[config.mk]
export PLATFORM = sky130hd
export DESIGN_NAME = pal_cfg_loader
export DESIGN_NICKNAME = d
export VERILOG_FILES = /design/src/rtl/pal_cfg_pkg.sv /design/src/rtl/pal_cfg_crc8.sv /design/src/rtl/pal_cfg_loader.sv
export SDC_FILE = /design/constraint.sdc
export NUM_CORES = 1
export LEC_CHECK = 0
export CORE_MARGIN = 5
export CORE_UTILIZATION = 56
export CTS_CLUSTER_DIAMETER = 100
export DETAILED_ROUTE_END_ITERATION = 8
export PLACE_DENSITY = 0.92
export SYNTH_ARGS = -nofsm -noshare
export SYNTH_HDL_FRONTEND = slang
export SYNTH_SLANG_ARGS = --single-unit
[constraint.sdc]
create_clock -name clk -period 3.15 [get_ports clk]
set_input_delay 0.63 -clock clk [delete_from_list [all_inputs] [get_ports clk]]
set_output_delay 0.63 -clock clk [all_outputs]
set_load 0.02 [all_outputs]
[src/rtl/pal_cfg_pkg.sv]
`default_nettype none
// +--------------------------------------------------------------------------+
// | Package    : pal_cfg_pkg                                                 |
// | Description: Shared types, constants and sizing helper for the PAL       |
// |              configuration loader.                                       |
// | Revision   : 1.0 - initial release                                       |
// +--------------------------------------------------------------------------+
package pal_cfg_pkg;

  // Loader state type and its encodings
  typedef logic [2:0] pal_state_t;

  localparam pal_state_t S_IDLE  = 3'd0;
  localparam pal_state_t S_LOAD  = 3'd1;
  localparam pal_state_t S_SHIFT = 3'd2;
  localparam pal_state_t S_CHECK = 3'd3;
  localparam pal_state_t S_APPLY = 3'd4;
  localparam pal_state_t S_ERR   = 3'd5;

  // CRC-8 used to protect the configuration stream
  localparam logic [7:0] CRC8_POLY = 8'h07;
  localparam logic [7:0] CRC8_INIT = 8'h00;

  // Number of configuration bits of an N-input, M-output, P-term PAL:
  // two literal columns (true/complement) per input per term plus the OR plane.
  function automatic int cfg_bits(input int n, input int m, input int p);
    return 2 * n * p + p * m;
  endfunction

endpackage
`default_nettype wire

[src/rtl/pal_cfg_crc8.sv]
`default_nettype none
// +--------------------------------------------------------------------------+
// | Module     : pal_cfg_crc8                                                |
// | Description: Bit-serial CRC-8 (MSB-first register) over the shifted      |
// |              configuration bits.                                         |
// | Revision   : 1.0 - initial release                                       |
// +--------------------------------------------------------------------------+
module pal_cfg_crc8
  import pal_cfg_pkg::*;
(
  input  logic       clk,
  input  logic       res_n,
  input  logic       clear,
  input  logic       bit_valid,
  input  logic       bit_in,
  output logic [7:0] crc
);

  logic fb;

  assign fb = crc[7] ^ bit_in;

  // Shift one bit into the CRC register per valid bit; clear restarts the sum
  always_ff @(posedge clk or negedge res_n) begin
    if (!res_n) begin
      crc <= CRC8_INIT;
    end else if (clear) begin
      crc <= CRC8_INIT;
    end else if (bit_valid) begin
      crc <= {crc[6:0], 1'b0} ^ (fb ? CRC8_POLY : 8'h00);
    end
  end

endmodule
`default_nettype wire

[src/rtl/pal_cfg_loader.sv]
`default_nettype none
// +--------------------------------------------------------------------------+
// | Module     : pal_cfg_loader                                              |
// | Description: Accepts config bytes over valid/ready, serialises them      |
// |              LSB-first onto the PAL cfg line with a shift strobe per bit,|
// |              then enables the PAL after exactly CFG_BITS bits.           |
// |              Optional macro PAL_CFG_CRC_EN adds a CRC-8 check byte.      |
// | Revision   : 1.0 - initial release                                       |
// +--------------------------------------------------------------------------+
module pal_cfg_loader
  import pal_cfg_pkg::*;
#(
  parameter  int N        = 8,
  parameter  int M        = 6,
  parameter  int P        = 19,
  localparam int CFG_BITS = cfg_bits(N, M, P),
  localparam int CW       = $clog2(CFG_BITS + 1)
) (
  input  logic          clk,
  input  logic          res_n,
  input  logic          start_i,
  input  logic [7:0]    in_data_i,
  input  logic          in_valid_i,
  output logic          in_ready_o,
  output logic          cfg_o,
  output logic          cfg_shift_o,
  output logic          cfg_en_o,
  output logic          busy_o,
  output logic          done_o,
  output logic          err_o,
  output logic [CW-1:0] bit_cnt_o
);

  localparam logic [CW-1:0] CFG_LAST = CW'(CFG_BITS);

  pal_state_t    state;
  pal_state_t    state_nxt;
  logic [6:0]    sh_data;     // bits of the current byte still to go out
  logic [2:0]    sh_left;     // strobes remaining after the current one
  logic [2:0]    left_init;
  logic [CW-1:0] bits_left;
  logic          load_hs;
  logic          shift_more;
  logic          check_pass;

  // start_i always wins over a handshake in the same cycle
  assign in_ready_o = ((state == S_LOAD) | (state == S_CHECK)) & ~start_i;
  assign load_hs    = (state == S_LOAD) & in_valid_i & ~start_i;
  assign shift_more = (state == S_SHIFT) & (sh_left != 3'd0);

  // Last byte only carries the residual bits; the rest are discarded
  assign bits_left = CFG_LAST - bit_cnt_o;
  assign left_init = (bits_left >= CW'(8)) ? 3'd7 : (bits_left[2:0] - 3'd1);

`ifdef PAL_CFG_CRC_EN
  logic [7:0] crc;
  localparam pal_state_t S_BITS_DONE = S_CHECK;

  pal_cfg_crc8 u_crc (
    .clk       (clk),
    .res_n     (res_n),
    .clear     (start_i),
    .bit_valid (cfg_shift_o),
    .bit_in    (cfg_o),
    .crc       (crc)
  );

  assign check_pass = (in_data_i == crc);
`else
  localparam pal_state_t S_BITS_DONE = S_APPLY;
  assign check_pass = 1'b0;
`endif

  // Next-state decode
  always_comb begin
    state_nxt = state;
    if (start_i) begin
      state_nxt = S_LOAD;
    end else begin
      case (state)
        S_LOAD:  if (in_valid_i) state_nxt = S_SHIFT;
        S_SHIFT: if (sh_left == 3'd0)
                   state_nxt = (bit_cnt_o == CFG_LAST) ? S_BITS_DONE : S_LOAD;
        S_CHECK: if (in_valid_i) state_nxt = check_pass ? S_APPLY : S_ERR;
        default: state_nxt = state;
      endcase
    end
  end

  // State register and registered status flags decoded from the next state
  always_ff @(posedge clk or negedge res_n) begin
    if (!res_n) begin
      state    <= S_IDLE;
      busy_o   <= 1'b0;
      done_o   <= 1'b0;
      cfg_en_o <= 1'b0;
    end else begin
      state    <= state_nxt;
      busy_o   <= (state_nxt == S_LOAD) | (state_nxt == S_SHIFT) | (state_nxt == S_CHECK);
      done_o   <= (state_nxt == S_APPLY);
      cfg_en_o <= (state_nxt == S_APPLY);
    end
  end

`ifdef PAL_CFG_CRC_EN
  // Error flag held while the CRC mismatch state persists
  always_ff @(posedge clk or negedge res_n) begin
    if (!res_n) begin
      err_o <= 1'b0;
    end else begin
      err_o <= (state_nxt == S_ERR);
    end
  end
`else
  assign err_o = 1'b0;
`endif

  // Serialiser: first bit goes out the cycle after the handshake, one per cycle
  always_ff @(posedge clk or negedge res_n) begin
    if (!res_n) begin
      cfg_o       <= 1'b0;
      cfg_shift_o <= 1'b0;
      sh_data     <= 7'd0;
      sh_left     <= 3'd0;
      bit_cnt_o   <= '0;
    end else if (start_i) begin
      cfg_shift_o <= 1'b0;
      sh_left     <= 3'd0;
      bit_cnt_o   <= '0;
    end else if (load_hs) begin
      cfg_o       <= in_data_i[0];
      sh_data     <= in_data_i[7:1];
      sh_left     <= left_init;
      cfg_shift_o <= 1'b1;
      bit_cnt_o   <= bit_cnt_o + CW'(1);
    end else if (shift_more) begin
      cfg_o       <= sh_data[0];
      sh_data     <= {1'b0, sh_data[6:1]};
      sh_left     <= sh_left - 3'd1;
      cfg_shift_o <= 1'b1;
      bit_cnt_o   <= bit_cnt_o + CW'(1);
    end else begin
      cfg_shift_o <= 1'b0;
    end
  end

endmodule
`default_nettype wire

==> impl_metrics.toml <==
[power]
p_clk_frac = 0.186
pwr-share-seq = 0.542
p_leak_nw = 0.812
power.internal_w = 0.000538
finalPower_w = 0.000797
p_sw_frac = 0.325
power_density_mw_per_mm2 = 439
power_frac_comb = 0.272
ir_worst_vdd_v = 0.000505
net-switching-power_w = 0.000259

[logic_synthesis]
synth.avg_cell_area_um2 = 10.0
ys_async_sr_fraction = 1.00
ys.flop_type = "dfrtp_1"
synth_fp_nets = 172
synth_edf_count = 0
yosysWarnings = 0
yosysUniqueCellTypes = 45
yosysSeqAreaShare = 0.421
syn-cell-area_mm2 = 0.00155
ys_seq_elements = 26
synthCells = 154

[worst_setup_path]
cp_slowest_cell = "clkdlybuf4s50_1"
regToRegSetupSlack_ps = 990
critPathMaxFanout = 3
crit_family = "buffers and inverters"
cp_cell_sequence = "clkdlybuf4s50_1, nand2b_1, nor2_1, clkdlybuf4s50_1"
cp_common_cell = "clkdlybuf4s50_1"
worstPathArrival_ps = 1960
cp-end-kind = "output port"
cpPeakStageDelay_ps = 620
criticalPathCategory = "in -> out"
start_kind = "input port"
critPathBufInv = 2
required_ps = 2520

[detailed_routing]
vias = 1210
finalWirelength_mm = 3.16
wl_met1_mm = 1.32
top_layer_used = "met4"
drc = 0
wl_per_cell_um = 15.2
wl_met3_um = 144
ant_nets = 0
wl_met2_mm = 1.65
dr.pass1.iters = 4
drt_iter0_markers = 71
viasPerCell = 5.82

[sta]
fmax_mhz = 385
finalCritPeriodShare = 0.824
fin_crit_ps = 2590
rsz0062_at_grt = "no"
setup_violations = 0
hold_viol = 0
timing.hold.ws_ps = 533
tns_ps = 0
final_max_slew_viol_count = 0
fin_skew_ps = 2.41

[placement]
place_area_mm2 = 0.00179
portBuffers = 26
place_hpwl_mm = 2.38
gp_congestion = 0.851

[clock_tree]
cts_sinks = 26
clockRootBuffer = "clkbuf_4"
cts_setup_buffers = 0
clock_path_buffers = 2
hold_buffers = 0
cts_max_level = 1
cts_buffers = 3
clk_latency_ps = 330
cts.repair.resized = 0
cts_tree = "built"
path_clk_slew_ps = 140

[global_routing]
grt_use_total = 0.170
first_global_vias = 1229
grt_start_max_net_pins = 27
grt_antenna_before_repair = 0
grt-ovfl-total = 0
grt_pass1_wl_mm = 5.46

[die]
row_count = 19
die_width_um = 62.5
num_io_pins = 28
start_util = 0.570
fp.dieArea_mm2 = 0.00391
die_y_um = 62.5
core_mm2 = 0.00271

[finish]
antenna_cells = 0
stdcell_area_mm2 = 0.00182
layout.nets = 197
drive_gt1_frac = 0.0960
synthToLayoutAreaGrowth_pct = 17.6
fill_cells = 225
fin_util = 0.670

[outcome]
status = "finished, final reports clean"

[hold_path]
worst_hold_path_type = "reg -> reg"

[job]
cap_violations = 0
==> layout make-up <==
type	count	area, um2	share of cell area
flip-flops and latches	26	651	0.358
inverters	18	67.6	0.0372
repair buffers	30	290	0.160
well taps	31	38.8	0.0213
clock buffers	3	22.5	0.0124
multi-input cells	100	747	0.411
==> registers in the layout, summed over array words and instances, names as in the netlist <==
register and count:
sh_data 7, bit_cnt_o 9, cfg_shift_o 1, state 3, cfg_o 1, busy_o 1, done_o 1, sh_left 3
==> stage by stage <==
step | instances | setup slack, ps
after floorplan | 154 | 1080
after global placement | 205 | 596
after detailed placement | 205 | 540
after CTS | 208 | 544
after global routing | 208 | 459
final | 208 | 556
==> metal layers <==
layer | global-route usage | vias to the layer above
li1 | - | 579
met2 | 0.317 | 32
met3 | 0.0342 | 5
met5 | 0 | -
met4 | 0.0557 | 0
met1 | 0.189 | 594
==> cells in the final DEF (no fill, tap or decap), types with 2 or more instances in the layout <==
master           synthesis  final
inv_1                   18     18
nand2_1                  6      6
buf_4                    2      4
o21ai_0                  3      3
nand3_1                  5      5
nand2b_1                 2      2
a22o_1                   3      3
nor2_1                  13     13
o22ai_1                  8      8
xor2_1                   3      3
dfrtp_1                 26     26
ha_1                     6      6
clkbuf_4                 0      3
nor4_1                   5      5
a21oi_1                  4      4
nand4_1                  2      2
xnor2_1                  7      7
clkdlybuf4s50_1          0     26
a21oi_2                  2      2
mux2i_1                  8      8
==> cell families after synthesis <==
group | synth area share
fa+ha+maj | 0.0486
flops | 0.421
xor+xnor | 0.0567
simple gates | 0.183
compound gates | 0.134
other cells | 0.00243
mux | 0.0591
buf+inv | 0.0955
==> Yosys cell counts, types with 2 or more instances <==
library cell  count  area, um2
ha_1              6       75.1
dfrtp_1          26        651
nand4_1           2       12.5
buf_4             2       15.0
buf_6             2       22.5
nand3_1           5       25.0
xnor2_1           7       61.3
clkbuf_1          2       7.51
nand2b_1          2       12.5
inv_1            18       67.6
o22ai_1           8       50.1
xor2_1            3       26.3
nor2_1           13       48.8
mux2i_1           8       80.1
nor4_1            5       31.3
o21ai_0           3       15.0
a22o_1            3       26.3
a21oi_2           2       17.5
a21oi_1           4       20.0
buf_2             3       15.0
nand2_1           6       22.5
==> worst paths after layout <==
path,startpoint,endpoint,cells past startpoint
hold / removal,sh_left[1],sh_left[1],1
hold reg to reg,sh_left[1],sh_left[1],1
setup / recovery,start_i,in_ready_o,4
max in group asynchronous,res_n,sh_data[0],2
min in group asynchronous,res_n,bit_cnt_o[6],2
setup reg to reg,bit_cnt_o[0],bit_cnt_o[0],8
==> power by group through the flow <==
stage	combinational, W	sequential, W	clock, W
global placement	0.000205	0.000433	0
finish	0.000217	0.000432	0.000148
detailed placement	0.000219	0.000438	0
global route	0.000242	0.000441	0.000161
floorplan	0.000141	0.000436	0
CTS	0.000220	0.000432	0.000148
==> worst reg2reg max path: cells and delay by family (launching register included) <==
family	cells	cell delay (ps)
adder cells (fa/ha/maj)	1	190
buffers and inverters	2	320
AND/OR/NAND/NOR	3	570
AO/OA/AOI/OAI	1	220
multiplexers	1	270
flip-flops	1	500
Note: power is estimated with default switching activity, not from simulation.
